**src/rtl/multicycle_control_pkg.sv**
```systemverilog
// Shared encodings for the multi-cycle MIPS control FSM: states, datapath mux codes, opcodes.
package multicycle_control_pkg;

  typedef enum logic [3:0] {
    S_IDLE     = 4'd0,
    S_FETCH    = 4'd1,
    S_DECODE   = 4'd2,
    S_MEM_ADDR = 4'd3,
    S_MEM_RD   = 4'd4,
    S_MEM_WB   = 4'd5,
    S_MEM_WR   = 4'd6,
    S_EXEC_R   = 4'd7,
    S_EXEC_I   = 4'd8,
    S_ALU_WB_R = 4'd9,
    S_ALU_WB_I = 4'd10,
    S_BRANCH   = 4'd11,
    S_JUMP     = 4'd12,
    S_HALT     = 4'd13
  } state_t;

  localparam logic [1:0] ALU_ADD    = 2'd0;
  localparam logic [1:0] ALU_SUB    = 2'd1;
  localparam logic [1:0] ALU_FUNCT  = 2'd2;
  localparam logic [1:0] ALU_OPCODE = 2'd3;

  localparam logic [1:0] SRCB_REG     = 2'd0;
  localparam logic [1:0] SRCB_FOUR    = 2'd1;
  localparam logic [1:0] SRCB_IMM     = 2'd2;
  localparam logic [1:0] SRCB_IMM_SH2 = 2'd3;

  localparam logic [1:0] PCSRC_ALU    = 2'd0;
  localparam logic [1:0] PCSRC_ALUOUT = 2'd1;
  localparam logic [1:0] PCSRC_JUMP   = 2'd2;

  localparam logic [5:0] OP_RTYPE = 6'h00;
  localparam logic [5:0] OP_J     = 6'h02;
  localparam logic [5:0] OP_BEQ   = 6'h04;
  localparam logic [5:0] OP_BNE   = 6'h05;
  localparam logic [5:0] OP_ADDI  = 6'h08;
  localparam logic [5:0] OP_SLTI  = 6'h0A;
  localparam logic [5:0] OP_ANDI  = 6'h0C;
  localparam logic [5:0] OP_ORI   = 6'h0D;
  localparam logic [5:0] OP_LW    = 6'h23;
  localparam logic [5:0] OP_SW    = 6'h2B;

  // Post-decode dispatch; unknown opcodes land in HALT.
  function automatic state_t decode_dispatch(input logic [5:0] op);
    state_t nxt;
    case (op)
      OP_LW, OP_SW:                     nxt = S_MEM_ADDR;
      OP_RTYPE:                         nxt = S_EXEC_R;
      OP_ADDI, OP_ANDI, OP_ORI, OP_SLTI: nxt = S_EXEC_I;
      OP_BEQ, OP_BNE:                   nxt = S_BRANCH;
      OP_J:                             nxt = S_JUMP;
      default:                          nxt = S_HALT;
    endcase
    return nxt;
  endfunction

endpackage

```
**src/rtl/multicycle_control_watchdog.sv**
```systemverilog
// Memory wait-state watchdog: counts consecutive unanswered request cycles and flags the limit.
module multicycle_control_watchdog #(
  parameter int unsigned MAX_WAIT = 255
) (
  input  logic clk,
  input  logic rst,
  input  logic req,
  input  logic ready,
  input  logic clear,
  output logic expire
);

  localparam int unsigned CW    = (MAX_WAIT < 2) ? 1 : $clog2(MAX_WAIT);
  localparam int unsigned LIMIT = (MAX_WAIT == 0) ? 0 : MAX_WAIT - 1;

  logic [CW-1:0] wait_cnt;

  // The current wait cycle is the MAX_WAIT-th one; a same-cycle ready still wins.
  assign expire = (MAX_WAIT != 0) && req && !ready && (wait_cnt == CW'(LIMIT));

  always_ff @(posedge clk or negedge rst) begin
    if (!rst) begin
      wait_cnt <= '0;
    end else if (clear || ready || !req) begin
      wait_cnt <= '0;
    end else if (MAX_WAIT != 0) begin
      wait_cnt <= wait_cnt + CW'(1);
    end
  end

endmodule

```
**src/rtl/multicycle_control.sv**
```systemverilog
// Multi-cycle MIPS control unit: sequences one shared variable-latency memory and the datapath.
module multicycle_control
  import multicycle_control_pkg::*;
#(
  parameter int unsigned MAX_WAIT = 255,
  parameter int unsigned CNT_W    = 32
) (
  input  logic             clk,
  input  logic             rst,
  input  logic [5:0]       opcode,
  input  logic             alu_zero,
  input  logic             mem_ready,
  output logic [3:0]       state,
  output logic             mem_req,
  output logic             mem_we,
  output logic             mem_addr_sel,
  output logic             ir_write,
  output logic             pc_write,
  output logic [1:0]       pc_src,
  output logic             alu_src_a,
  output logic [1:0]       alu_src_b,
  output logic [1:0]       alu_op,
  output logic             reg_write,
  output logic             reg_dst,
  output logic             mem_to_reg,
  output logic             instr_done,
  output logic [CNT_W-1:0] retired,
  output logic             illegal,
  output logic             timeout
);

  state_t           state_q, state_d;
  logic             mem_phase_c;
  logic             expire_c;
  logic             wd_clear_c;
  logic             set_illegal_c;
  logic             set_timeout_c;
  logic             illegal_q, timeout_q;
  logic [CNT_W-1:0] retired_q;

  assign state   = state_q;
  assign retired = retired_q;
  assign illegal = illegal_q;
  assign timeout = timeout_q;

  // Request states are decoded straight from the register so the watchdog sees no comb loop.
  assign mem_phase_c = (state_q == S_FETCH) || (state_q == S_MEM_RD) || (state_q == S_MEM_WR);
  assign wd_clear_c  = (state_d != state_q);

  multicycle_control_watchdog #(
    .MAX_WAIT (MAX_WAIT)
  ) u_watchdog (
    .clk    (clk),
    .rst    (rst),
    .req    (mem_phase_c),
    .ready  (mem_ready),
    .clear  (wd_clear_c),
    .expire (expire_c)
  );

  always_ff @(posedge clk or negedge rst) begin
    if (!rst) state_q <= S_IDLE;
    else      state_q <= state_d;
  end

  always_comb begin
    state_d       = state_q;
    mem_req       = 1'b0;
    mem_we        = 1'b0;
    mem_addr_sel  = 1'b0;
    ir_write      = 1'b0;
    pc_write      = 1'b0;
    pc_src        = PCSRC_ALU;
    alu_src_a     = 1'b0;
    alu_src_b     = SRCB_REG;
    alu_op        = ALU_ADD;
    reg_write     = 1'b0;
    reg_dst       = 1'b0;
    mem_to_reg    = 1'b0;
    instr_done    = 1'b0;
    set_illegal_c = 1'b0;
    set_timeout_c = 1'b0;
    case (state_q)
      S_IDLE: state_d = S_FETCH;
      S_FETCH: begin
        mem_req   = 1'b1;
        alu_src_b = SRCB_FOUR;
        if (mem_ready) begin
          ir_write = 1'b1;
          pc_write = 1'b1;
          state_d  = S_DECODE;
        end else if (expire_c) begin
          set_timeout_c = 1'b1;
          state_d       = S_HALT;
        end
      end
      S_DECODE: begin
        alu_src_b     = SRCB_IMM_SH2;
        state_d       = decode_dispatch(opcode);
        set_illegal_c = (state_d == S_HALT);
      end
      S_MEM_ADDR: begin
        alu_src_a = 1'b1;
        alu_src_b = SRCB_IMM;
        state_d   = (opcode == OP_SW) ? S_MEM_WR : S_MEM_RD;
      end
      S_MEM_RD: begin
        mem_req      = 1'b1;
        mem_addr_sel = 1'b1;
        if (mem_ready) begin
          state_d = S_MEM_WB;
        end else if (expire_c) begin
          set_timeout_c = 1'b1;
          state_d       = S_HALT;
        end
      end
      S_MEM_WB: begin
        reg_write  = 1'b1;
        mem_to_reg = 1'b1;
        instr_done = 1'b1;
        state_d    = S_FETCH;
      end
      S_MEM_WR: begin
        mem_req      = 1'b1;
        mem_we       = 1'b1;
        mem_addr_sel = 1'b1;
        if (mem_ready) begin
          instr_done = 1'b1;
          state_d    = S_FETCH;
        end else if (expire_c) begin
          set_timeout_c = 1'b1;
          state_d       = S_HALT;
        end
      end
      S_EXEC_R: begin
        alu_src_a = 1'b1;
        alu_src_b = SRCB_REG;
        alu_op    = ALU_FUNCT;
        state_d   = S_ALU_WB_R;
      end
      S_EXEC_I: begin
        alu_src_a = 1'b1;
        alu_src_b = SRCB_IMM;
        alu_op    = ALU_OPCODE;
        state_d   = S_ALU_WB_I;
      end
      S_ALU_WB_R: begin
        reg_write  = 1'b1;
        reg_dst    = 1'b1;
        instr_done = 1'b1;
        state_d    = S_FETCH;
      end
      S_ALU_WB_I: begin
        reg_write  = 1'b1;
        instr_done = 1'b1;
        state_d    = S_FETCH;
      end
      S_BRANCH: begin
        alu_src_a  = 1'b1;
        alu_src_b  = SRCB_REG;
        alu_op     = ALU_SUB;
        pc_src     = PCSRC_ALUOUT;
        pc_write   = (opcode == OP_BEQ) ? alu_zero : ~alu_zero;
        instr_done = 1'b1;
        state_d    = S_FETCH;
      end
      S_JUMP: begin
        pc_write   = 1'b1;
        pc_src     = PCSRC_JUMP;
        instr_done = 1'b1;
        state_d    = S_FETCH;
      end
      S_HALT: state_d = S_HALT;
      default: state_d = S_HALT;
    endcase
  end

  // Sticky halt causes and the retired-instruction counter.
  always_ff @(posedge clk or negedge rst) begin
    if (!rst) begin
      illegal_q <= 1'b0;
      timeout_q <= 1'b0;
      retired_q <= '0;
    end else begin
      if (set_illegal_c) illegal_q <= 1'b1;
      if (set_timeout_c) timeout_q <= 1'b1;
      if (instr_done)    retired_q <= retired_q + CNT_W'(1);
    end
  end

endmodule

```
**config.mk**
```make
export PLATFORM = sky130hd
export DESIGN_NAME = multicycle_control
export DESIGN_NICKNAME = d
export VERILOG_FILES = /design/src/rtl/multicycle_control_pkg.sv /design/src/rtl/multicycle_control_watchdog.sv /design/src/rtl/multicycle_control.sv
export SDC_FILE = /design/constraint.sdc
export NUM_CORES = 1
export LEC_CHECK = 0
export ABC_AREA = 1
export CAP_MARGIN = 5
export CORE_MARGIN = 2
export CORE_UTILIZATION = 30
export CTS_BUF_LIST = sky130_fd_sc_hd__clkbuf_8
export DETAILED_ROUTE_END_ITERATION = 8
export HOLD_SLACK_MARGIN = 0.15
export PLACE_DENSITY = 0.48
export SETUP_SLACK_MARGIN = 0.02
export SLEW_MARGIN = 25
export SYNTH_ARGS = -nofsm -noshare
export SYNTH_HDL_FRONTEND = slang
export SYNTH_SLANG_ARGS = --single-unit
```
**constraint.sdc**
```tcl
create_clock -name clk -period 4.7 [get_ports clk]
set_input_delay 0.47 -clock clk [delete_from_list [all_inputs] [get_ports clk]]
set_output_delay 0.47 -clock clk [all_outputs]
set_load 0.03 [all_outputs]
```
==> results by group, run 1 <==
Timing
  – Fin. max-slew vios: 0
  – RSZ-0062 raised after global routing: false
  – Final Hold Viols: 0
  – Final setup vio count: 0
  – Final TNS setup: 0 ps
  – Final Cycle Share: 61.0%
  – Slew @ Worst Pin: 607 ps
  – F_max: 349 MHz
  – Min Tclk post-route: 2870 ps
  – Setup ws final: 1830 ps
  – Fin Hold WS: 166 ps
  – Rel. slew slack: 59.5%
  – Clock Skews: 6.43 ps

Place
  – Post-DP HPWL: 6570 µm
  – Gp weighted congestion: 0.888
  – Input/output buffers: 63
  – Post-Place Worst Slack: 1970 ps

Cells and area
  – Register area: 1150 µm²
  – Layout cells sized above 1: 5.05%
  – Layout net count: 566
  – Ant. Diodes: 0
  – Final Util: 39.0%
  – Area growth, synth to finish: 27.6%
  – Multi-input gate area: 1770 µm²
  – Fillers: 1100

Synthesis
  – Synth area leader: dfrtp_1
  – Post-Syn Instances: 489
  – Most used flip-flop cell after synthesis: dfrtp_1
  – Share of synthesized flip-flops with an asynchronous set or reset: 100%
  – Mapped Area: 3120 µm²
  – Synth warn: 0
  – Post-synthesis mux area share: 0%
  – Top cell type's share of synthesized area: 36.9%
  – Synth Area in Compound Gates: 3.82%
  – Synthesized flop and latch total: 46
  – Simple-gate share of the synthesized area: 47.3%
  – Xor/xnor share of the synthesized area: 4.50%
  – Syn_area_per_cell: 6.37 µm²
  – Yosys cell types: 26
  – Adder-Cell Fraction of Synth Area: 1.20%
  – Largest family of logic cells by synthesized area: simple AND/OR/NAND/NOR gates
  – Sequential cell area fraction in the yosys report: 36.9%
  – Syn Nets: 502
  – Most area-consuming cells after synthesis: dfrtp_1 (37%), nand2_1 (26%), nor2_1 (11%)
  – Number of flops mapped to enable cells by yosys: 0

Power
  – P_sw: 0.000747 W
  – Peak supply drop: 0.337 mV
  – Leakage: 1.89 nW
  – Combinational power share: 50.0%
  – Clk network pwr share: 18.8%
  – Internal: 0.000858 W
  – Power density over the cells: 404 nW/µm²
  – Sw frac: 46.6%
  – Flop pwr share: 31.2%
  – Total power: 0.00160 W

Setup path
  – Highest net fanout along the worst path: 40
  – Arrival time worst endpoint: 2400 ps
  – CP Launch Type: flip-flop
  – Req. time, crit path: 4230 ps
  – Crit. End Element: primary output
  – Crit Path Class: reg2out

Clocking
  – Setup Buffers After CTS: 0
  – TritonCTS clock tree: yes
  – Hold-fix buffers, CTS: 0
  – Num CTS Buffers: 5
  – CTS Sinks: 46
  – CTS clk-pin slew, worst paths: 90 ps
  – CTS resizes: 0
  – Clock Tree Buf Depth: 2
  – Clk_lat worst skew: 300 ps
  – Root Driver: clkbuf_8
  – CTS HTree Levels: 2

Die
  – Ports: 64
  – Core area: 10200 µm²
  – Die width: 106 µm
  – Initial Utilization: 30.6%
  – Die Y: 106 µm
  – Full die area: 11200 µm²
  – # rows: 37

Route
  – Detail Route met3 WL: 371 µm
  – Number of remaining DRC errors: 0
  – DR top layer: met4
  – Total wire length: 8620 µm
  – Iteration count of the initial detailed-routing pass: 4
  – DR vias: 3122
  – Detail-routed via count per cell: 4.52
  – Metal-1 WL: 3860 µm
  – Routed Antenna Nets: 0
  – Metal2 WL: 4280 µm
  – Drt first-iter violations: 100
  – Avg WL per Cell: 12.5 µm

Global routing
  – Initial antenna violation count: 0
  – Pin count of the biggest net entering global routing: 47
  – Total gr overflow: 0
  – GRT Total Usage: 16.2%
  – Vias in the first global route: 3067
  – First-pass GRT wire length: 14500 µm

Status
  – Outcome: finished clean

Flow run
  – Max-cap violations: 0

Min path
  – Min-delay worst type: in2async
[critical path: stages, from the launching register on]
cell and delay (ps):
dfrtp_1 510, inv_2 110, nand2_2 90, nand2_1 80, o21ai_2 180, nor2_4 60, nand2_4 300, clkdlybuf4s50_1 750
[per-layer routing]
metal  GRT usage (%)  vias to the layer above
li1                -                     1628
met4            4.42                        0
met2            28.9                       62
met1            19.4                     1423
met3            3.80                        9
met5               0                        -
[synth_stat cells (2+ instances only)]
| master | number |
|---|---|
| nand3b_1 | 15 |
| buf_4 | 2 |
| buf_6 | 2 |
| nor2_4 | 2 |
| dfrtp_1 | 46 |
| nand2_2 | 5 |
| nor2_1 | 91 |
| o21ai_0 | 16 |
| buf_2 | 2 |
| a21oi_1 | 3 |
| ha_1 | 3 |
| nor3_1 | 3 |
| nor2_2 | 3 |
| nand2_1 | 215 |
| nand4_1 | 2 |
| xor2_1 | 15 |
| nand3_1 | 19 |
| inv_2 | 6 |
| inv_1 | 32 |
[metrics by stage]
stage / cell area, µm² / std cells
after floorplan: 3120 / 489
after global placement: 3860 / 682
after detailed placement: 3870 / 682
after CTS: 3980 / 690
after global routing: 3980 / 690
final: 3980 / 690
[power by group through the flow]
stage | combinational [W] | sequential, W | clock, W
2_1_floorplan | 0.000492 | 0.000567 | 0
3_3_place_gp | 0.000813 | 0.000507 | 0
3_5_place_dp | 0.000810 | 0.000508 | 0
4_1_cts | 0.000813 | 0.000500 | 0.000316
5_1_grt | 0.000881 | 0.000507 | 0.000329
6_report | 0.000802 | 0.000500 | 0.000302
[layout make-up]
| cell class | instances | share of cell area (%) |
|---|---|---|
| flip-flops and latches | 46 | 29.0 |
| well taps | 136 | 4.28 |
| repair buffers | 63 | 15.8 |
| multi-input cells | 398 | 44.5 |
| inverters | 39 | 3.68 |
| clock inverters | 3 | 1.01 |
| clock buffers | 5 | 1.73 |
[cells by family (layout without fill, tap and decap cells)]
family | count (synthesis) | count (layout)
buf+inv | 45 | 110
xor+xnor | 16 | 16
compound gates | 22 | 22
simple gates | 357 | 357
flops | 46 | 46
fa+ha+maj | 3 | 3
[state kept, by name, indices dropped and copies added, names as in the netlist]
register             count
retired                 32
u_watchdog.wait_cnt      8
state                    4
illegal                  1
timeout                  1
[worst paths after layout]
kind	start	to	slack [ps]	cells past startpoint
setup / recovery	state[1]$_DFF_PN0_	instr_done	1830	7
hold / removal	rst	retired[18]$_DFFE_PN0P_	170	1
setup reg to reg	retired[0]$_DFFE_PN0P_	retired[30]$_DFFE_PN0P_	2650	10
hold reg to reg	illegal$_DFFE_PN0P_	illegal$_DFFE_PN0P_	470	1
max in group asynchronous	rst	retired[14]$_DFFE_PN0P_	4110	1
min in group clk	illegal$_DFFE_PN0P_	illegal$_DFFE_PN0P_	470	1
[cells in the final DEF, fill, tap and decap left out, drive strengths merged, types with 5 or more instances in the layout]
cell type      Yosys  layout
clkbuf             0       5
clkdlybuf4s50      0      62
dfrtp             46      46
inv               38      38
nand2            221     221
nand3             19      19
nand3b            15      15
nor2              96      96
o21ai             17      17
xor2              15      15
(Power assumes the default switching activity.)
==> inputs of run 2 (changes only) <==
--- a/config.mk
+++ b/config.mk
@@ -12,7 +12,7 @@
 export CTS_BUF_LIST = sky130_fd_sc_hd__clkbuf_8
 export DETAILED_ROUTE_END_ITERATION = 8
 export HOLD_SLACK_MARGIN = 0.15
-export PLACE_DENSITY = 0.48
+export PLACE_DENSITY = 0.49
 export SETUP_SLACK_MARGIN = 0.02
 export SLEW_MARGIN = 25
 export SYNTH_ARGS = -nofsm -noshare
==> constraint.sdc (replaced) <==
create_clock -name clk -period 2.55 [get_ports clk]
set_input_delay 0.255 -clock clk [delete_from_list [all_inputs] [get_ports clk]]
set_output_delay 0.255 -clock clk [all_outputs]
set_load 0.03 [all_outputs]
==> run 2 against run 1 <==
Via count grew 0.83%. Non-clock buffer count is 4 higher. Clock-buffer cell count unchanged. Flip-flop and latch count stayed put. Design area grew 0.85%. Highest routed layer unchanged. Core utilization increased by 0.33 points. Clock power increased by 83%. Critical path depth down 2.
==> results by group, run 2 (synthesis results as in run 1) <==
Clocking
  – TritonCTS clock tree: yes
  – Clk_lat worst skew: 300 ps (about the same)
  – CTS Sinks: 46 (unchanged)
  – Num CTS Buffers: 5 (unchanged)
  – CTS clk-pin slew, worst paths: 90 ps (about the same)
  – Setup Buffers After CTS: 0 (unchanged)
  – CTS HTree Levels: 2 (unchanged)
  – Root Driver: clkbuf_8
  – Clock Tree Buf Depth: 2 (unchanged)

Route
  – Total wire length: 8690 µm (+0.87%)
  – Detail-routed via count per cell: 4.54 (+0.25%)
  – Number of remaining DRC errors: 0 (unchanged)
  – Routed Antenna Nets: 0 (unchanged)
  – Drt first-iter violations: 106 (+6.0%)
  – DR vias: 3148 (+0.83%)
  – Iteration count of the initial detailed-routing pass: 4 (unchanged)
  – Avg WL per Cell: 12.5 µm (+0.29%)

Flow run
  – Max-cap violations: 0 (unchanged)

Die
  – Core area: 10200 µm² (unchanged)
  – Die Y: 106 µm (unchanged)
  – Full die area: 11200 µm² (unchanged)
  – # rows: 37 (unchanged)
  – Ports: 64 (unchanged)
  – Initial Utilization: 30.6% (unchanged)
  – Die width: 106 µm (unchanged)

Setup path
  – R2R depth: 10 (unchanged)
  – Reg2reg start: state[1]$_DFF_PN0_
  – Reg-to-reg slack, setup: 540 ps (-2110 ps)
  – Arrival time worst endpoint: 2090 ps (-310 ps)
  – Worst r2r dst: retired[30]$_DFFE_PN0P_
  – Req. time, crit path: 2300 ps (-1930 ps)
  – Crit. End Element: primary output
  – Crit Path Class: reg2out
  – CP Launch Type: flip-flop
  – Highest net fanout along the worst path: 6 (-85%)

Place
  – Post-DP HPWL: 6780 µm (+3.2%)
  – Gp weighted congestion: 0.889 (about the same)
  – Post-Place Cells: 685 (+0.44%)
  – Input/output buffers: 63 (unchanged)

Timing
  – Final Hold Viols: 0 (unchanged)
  – Final Cycle Share: 92.2%
  – Slew @ Worst Pin: 547 ps (-60.2 ps)
  – Final TNS setup: 0 ps (unchanged)
  – RSZ-0062 raised after global routing: false
  – Fin. max-slew vios: 0 (unchanged)
  – Final setup vio count: 0 (unchanged)
  – Min Tclk post-route: 2350 ps
  – Rel. slew slack: 63.6% (+4.0 points)
  – Clock Skews: 2.27 ps (-4.17 ps)
  – F_max: 426 MHz

Cells and area
  – Largest register FFs: 32 (unchanged)
  – Ant. Diodes: 0 (unchanged)
  – Multi-input gate area: 1770 µm² (unchanged)
  – Area growth, synth to finish: 28.7%
  – Most common cell after layout, fill and taps aside: nand2_1
  – Layout cells sized above 1: 5.38% (+0.32 points)
  – Fillers: 1088 (-1.1%)
  – Layout net count: 570 (+0.71%)
  – Final Non-Filler Cells: 694 (+0.58%)
  – Register area: 1150 µm² (unchanged)
  – Highest-count cells in the layout ignoring fill and taps: nand2_1 (215), nor2_1 (91), clkdlybuf4s50_1 (61), dfrtp_1 (46), inv_1 (33)

Global routing
  – Total gr overflow: 0 (unchanged)
  – Pin count of the biggest net entering global routing: 26 (-45%)
  – First-pass GRT wire length: 15200 µm (+4.8%)
  – Vias in the first global route: 3189 (+4.0%)
  – Initial antenna violation count: 0 (unchanged)
  – GRT Total Usage: 16.8% (+0.65 points)

Min path
  – Min-delay worst type: in2async

Power
  – Clk network pwr share: 18.5% (-0.3 points)
  – Peak supply drop: 0.669 mV (+98%)
  – Combinational power share: 50.8% (+0.8 points)
  – Flop pwr share: 30.7% (-0.5 points)
  – Power density over the cells: 748 nW/µm² (+85%)
  – P_sw: 0.00139 W (+86%)
  – Leakage: 1.92 nW (+1.7%)
  – Sw frac: 46.4% (-0.14 points)
  – Internal: 0.00161 W (+87%)

Status
  – Outcome: finished clean
run 2: through the flow:
stage	util, %	power, W	hold WS (ps)	setup WS, ps	instance area [µm²]
finish	39.4	0.00300	459	200	4010
global route	39.4	0.00321	484	71.1	4010
CTS	39.3	0.00305	464	172	4010
detailed placement	38.2	0.00247	269	249	3890
global placement	38.2	0.00248	262	282	3890
floorplan	-	0.00195	-40.6	597	3120
run 2: worst max-delay path by stage:
stage	start	to	slack [ps]	cells after the start
6_report	state[3]$_DFF_PN0_	alu_src_b[1]	200	5
5_1_grt	state[2]$_DFF_PN0_	instr_done	70	7
4_1_cts	state[1]$_DFF_PN0_	pc_write	170	7
3_5_place_dp	opcode[5]	pc_write	250	7
3_3_place_gp	opcode[5]	pc_write	280	7
2_1_floorplan	state[2]$_DFF_PN0_	instr_done	600	7
run 2: layout make-up:
class,instances,share of cell area (%)
flip-flops and latches,46,28.7
repair buffers,67,16.5
clock buffers,5,1.72
well taps,136,4.24
multi-input cells,398,44.2
clock inverters,3,1.03
inverters,39,3.65
run 2: power groups by stage:
stage	logic [W]	clock network (W)	registers [W]
3_3_place_gp	0.00154	0	0.000936
5_1_grt	0.00167	0.000605	0.000939
4_1_cts	0.00154	0.000580	0.000923
6_report	0.00152	0.000554	0.000921
3_5_place_dp	0.00154	0	0.000936
2_1_floorplan	0.000907	0	0.00105
run 2: worst max-delay path: stages (launching register included):
cell and delay (ps):
dfrtp_1 510, nand2_2 160, nor2_1 220, inv_1 110, o21ai_0 90, clkdlybuf4s50_1 700
run 2: what timing repair did:
action,in CTS,in global routing
setup endpoints to repair,0,1
hold buffers,1,0
resized for setup,0,1
hold endpoints to repair,21,0
run 2: per-layer routing:
layer | track usage (%) | wire length [µm]
met4 | 4.79 | 148
met1 | 20.7 | 3930
met2 | 29.6 | 4160
met5 | 0 | 0
met3 | 3.56 | 453
==> RTL edit 1, RTL diff (flow settings as in run 1) <==
Reset style: synchronous (`rst`), changed in 3 clocked blocks.
--- a/src/rtl/multicycle_control_watchdog.sv
+++ b/src/rtl/multicycle_control_watchdog.sv
@@ -18,7 +18,7 @@
   // The current wait cycle is the MAX_WAIT-th one; a same-cycle ready still wins.
   assign expire = (MAX_WAIT != 0) && req && !ready && (wait_cnt == CW'(LIMIT));
 
-  always_ff @(posedge clk or negedge rst) begin
+  always_ff @(posedge clk) begin
     if (!rst) begin
       wait_cnt <= '0;
     end else if (clear || ready || !req) begin
--- a/src/rtl/multicycle_control.sv
+++ b/src/rtl/multicycle_control.sv
@@ -58,7 +58,7 @@
     .expire (expire_c)
   );
 
-  always_ff @(posedge clk or negedge rst) begin
+  always_ff @(posedge clk) begin
     if (!rst) state_q <= S_IDLE;
     else      state_q <= state_d;
   end
@@ -176,7 +176,7 @@
   end
 
   // Sticky halt causes and the retired-instruction counter.
-  always_ff @(posedge clk or negedge rst) begin
+  always_ff @(posedge clk) begin
     if (!rst) begin
       illegal_q <= 1'b0;
       timeout_q <= 1'b0;
Check against the original RTL: differs if rst is asserted again (counterexample within 4 cycles, from zero or initial values and one cycle with rst low); with rst held inactive, the same outputs for 10 cycles.
==> RTL edit 1 against run 1 <==
- synthesized area fell by 6.3%
- wire length fell by 3.0%
- global-route usage rose by 0.096 points
- setup slack got worse by 0.19 ns
- design area fell by 4.9%
- first-iteration DRC count rose by 10%
- final cell count fell by 7.5%
- total power fell by 19%
- sequential cell count did not move
- die area fell by 6.0%
- critical path type unchanged
==> RTL edit 1: results (changes against run 1) <==
Hold WC Path Type reg2reg; sequential power 0.451 mW (-9.8%); Worst Max-Slew Pin Slew 0.906 ns (+0.299 ns); synthesized area per cell 6.58 um2 (+3.2%); Post-Syn Nets 457 (-9.0%); Avg WL per Cell 13.1 um (+4.9%); Worst R2R Setup Slack 2.37 ns (-0.28 ns); dpl ws 1.83 ns (-0.149 ns); worst r2r src state[3]$_SDFF_PN0_; RR Endpoint retired[8]$_SDFFE_PN0P_; status complete, no violations; VDD IR-drop max 0.184 mV (-46%); Clk pwr share 27.6% (+8.8 points); Data arrival, critical path 2.58 ns (+0.18 ns); ys async rst share 0% (-100 points); Via density 4.62 (+2.0%); vias in the first global route 2,766 (-9.8%); Post-Place Cell Area 3640 um2 (-5.8%); total net switching power 0.501 mW (-33%); post-DP HPWL 6480 um (-1.4%); final WL 8350 um (-3.0%); Final WS setup 1.65 ns (-0.187 ns); synth cell count leaders nand2_1 (116), inv_1 (48), dfxtp_1 (46); crit path max fanout 31 (-23%); first-pass GRT wire length 13,600 um (-6.0%); gp weighted congestion 0.849 (-4.5%)
-- RTL edit 1: cell count changes after synthesis, moves of 10 or more --
| cell | before | now |
|---|---|---|
| dfxtp_1 | 0 | 46 |
| nand4_1 | 2 | 12 |
| nor3_1 | 3 | 21 |
| xnor2_1 | 1 | 14 |
| dfrtp_1 | 46 | 0 |
| nand3b_1 | 15 | 0 |
| nand2_1 | 215 | 116 |
| nor2_1 | 91 | 42 |
| inv_1 | 32 | 48 |
| a21oi_1 | 3 | 36 |
-- RTL edit 1: cell type report --
| class | count | area (um2) |
|---|---|---|
| inverter | 57 | 214 |
| multi-input combinational | 330 | 1700 |
| tap | 133 | 166 |
| clock buffer | 5 | 68.8 |
| clock inverter | 3 | 68.8 |
| fill | 1041 | 5810 |
| timing repair buffer | 64 | 638 |
| sequential | 46 | 921 |
-- RTL edit 1: critical path, stage by stage, from the launching register on --
cell and delay [ns]:
dfxtp_1 0.59, inv_2 0.08, nor2_2 0.16, nand2_1 0.16, nand2_1 0.13, a21oi_1 0.06
nand2_2 0.06, buf_4 0.30, clkdlybuf4s50_1 0.73
-- RTL edit 1: metal layers --
metal	track usage [%]	vias up	share of wire, %	wire, um
li1	-	1552	-	-
met1	21.3	1330	47	3910
met2	28.0	52	48	4020
met3	2.51	11	3.7	312
met4	4.00	0	1.4	115
met5	0	-	0	0
-- RTL edit 1: worst max path at each step --
stage,start,end,cells past startpoint
2_1_floorplan,state[0]$_SDFF_PN0_,pc_write,7
3_3_place_gp,mem_ready,instr_done,7
3_5_place_dp,mem_ready,instr_done,7
4_1_cts,state[3]$_SDFF_PN0_,instr_done,8
5_1_grt,state[3]$_SDFF_PN0_,instr_done,8
6_report,state[3]$_SDFF_PN0_,instr_done,8
==> RTL edit 2, RTL diff (flow settings as in run 1) <==
Without the edit above. `MAX_WAIT` is set to 255 in 2 places; all go to 510.
--- a/src/rtl/multicycle_control_watchdog.sv
+++ b/src/rtl/multicycle_control_watchdog.sv
@@ -1,6 +1,6 @@
 // Memory wait-state watchdog: counts consecutive unanswered request cycles and flags the limit.
 module multicycle_control_watchdog #(
-  parameter int unsigned MAX_WAIT = 255
+  parameter int unsigned MAX_WAIT = 510
 ) (
   input  logic clk,
   input  logic rst,
--- a/src/rtl/multicycle_control.sv
+++ b/src/rtl/multicycle_control.sv
@@ -2,7 +2,7 @@
 module multicycle_control
   import multicycle_control_pkg::*;
 #(
-  parameter int unsigned MAX_WAIT = 255,
+  parameter int unsigned MAX_WAIT = 510,
   parameter int unsigned CNT_W    = 32
 ) (
   input  logic             clk,
Behaviour: no difference found for any inputs over 10 cycles, from zero or initial values and one cycle with rst low; that may be too few to reach the edited logic, so the function may still have changed.
==> RTL edit 2 against run 1 <==
- die area rose by 5.4%
- design area grew 4.2%
- maximum frequency grew 0.14%
- synthesized area increased by 5.6%
- wire length is 14% higher
- setup slack improved by 0.0040 ns
- sequential cell count rose by 1
- clock skew up 0.0034 ns
Power is not compared: it rests on default switching activity, and its combinational part moved more than twofold at a synthesized area within 25%.
==> RTL edit 2: results (changes against run 1) <==
status complete, no violations; post-DP HPWL 7430 um (+13%); Slew HR 57.9% (-1.7 points); vias in the first global route 3,278 (+6.9%); clk_lat worst skew 0.32 ns (+0.02 ns); Post-Syn Nets 526 (+4.8%); synth cell count leaders nand2_1 (198), nor2_1 (85), nand3_1 (65); global-route met2 utilization 30.7% (+1.8 points); DR WL met3 635 um (+71%); Via density 4.64 (+2.5%); gp weighted congestion 0.887 (-0.17%); fin nets 591 (+4.4%); Seq/Total Area, Yosys 35.8% (-1.2 points); met2 wire length 4640 um (+8.5%); largest cells by area after synthesis dfrtp_1 (36%), nand2_1 (23%), nand3_1 (9.9%); Final Skew 0.00983 ns (+0.00339 ns); Register-to-Register Path Depth 8 (-2); M1 WL 4350 um (+13%); Critical Path Max Stage Delay 0.68 ns (-0.07 ns); met3 Resource Use GR 5.14% (+1.3 points); gr usage total 17.7% (+1.5 points); Unique masters post-synth 29 (+12%); crit path max fanout 29 (-28%); Worst R2R Setup Slack 2.68 ns (+0.03 ns); proportion of layout cells with a drive suffix above 1 4.66% (-0.39 points); dpl ws 2.01 ns (+0.0375 ns)
==> RTL edit 2: cell types whose count changed in the layout (fill, tap and decap cells not counted), sizes merged, moves of 2 or more <==
| cell | run 1 | this run |
|---|---|---|
| xor2 | 15 | 17 |
| o21ai | 17 | 9 |
| nor2 | 96 | 89 |
| nand3 | 19 | 67 |
| nand3b | 15 | 1 |
| buf | 1 | 5 |
| xnor2 | 1 | 5 |
| inv | 38 | 50 |
| nand2 | 221 | 201 |
==> RTL edit 2: power by group through the flow <==
stage / combinational [mW] / clock, mW / sequential, mW
2_1_floorplan: 0.00579 / 0 / 0.412
3_3_place_gp: 0.0253 / 0 / 0.412
3_5_place_dp: 0.0258 / 0 / 0.412
4_1_cts: 0.0259 / 0.281 / 0.404
5_1_grt: 0.0289 / 0.296 / 0.404
6_report: 0.0249 / 0.267 / 0.404
==> RTL edit 2: final cells by class <==
| cell class | instances | area (um2) |
|---|---|---|
| inverters | 50 | 188 |
| well taps | 140 | 175 |
| clock buffers | 5 | 68.8 |
| clock inverters | 3 | 25.0 |
| fillers | 1217 | 6600 |
| multi-input cells | 407 | 1850 |
| repair buffers | 67 | 663 |
| flip-flops and latches | 47 | 1180 |
==> RTL edit 2: logic make-up after synthesis <==
kind of cell	Yosys count	synth area share, %
buffers and inverters	59	8.10
adders and majority gates	3	1.14
AOI/OAI and AO/OA	16	2.93
DFF	47	35.8
xor gates and xnor gates	22	5.86
and+or+nand+nor	366	46.2
==> RTL edit 2: per-stage QoR <==
stage	util (%)	area (um2)	cells	power, mW	hold slack (ns)
finish	38.6	4140	719	0.696	0.247
global route	38.6	4140	719	0.729	0.312
CTS	38.4	4130	718	0.711	0.271
detailed placement	37.5	4030	710	0.438	0.450
global placement	37.5	4030	710	0.437	0.455
floorplan	-	3290	513	0.418	0.174
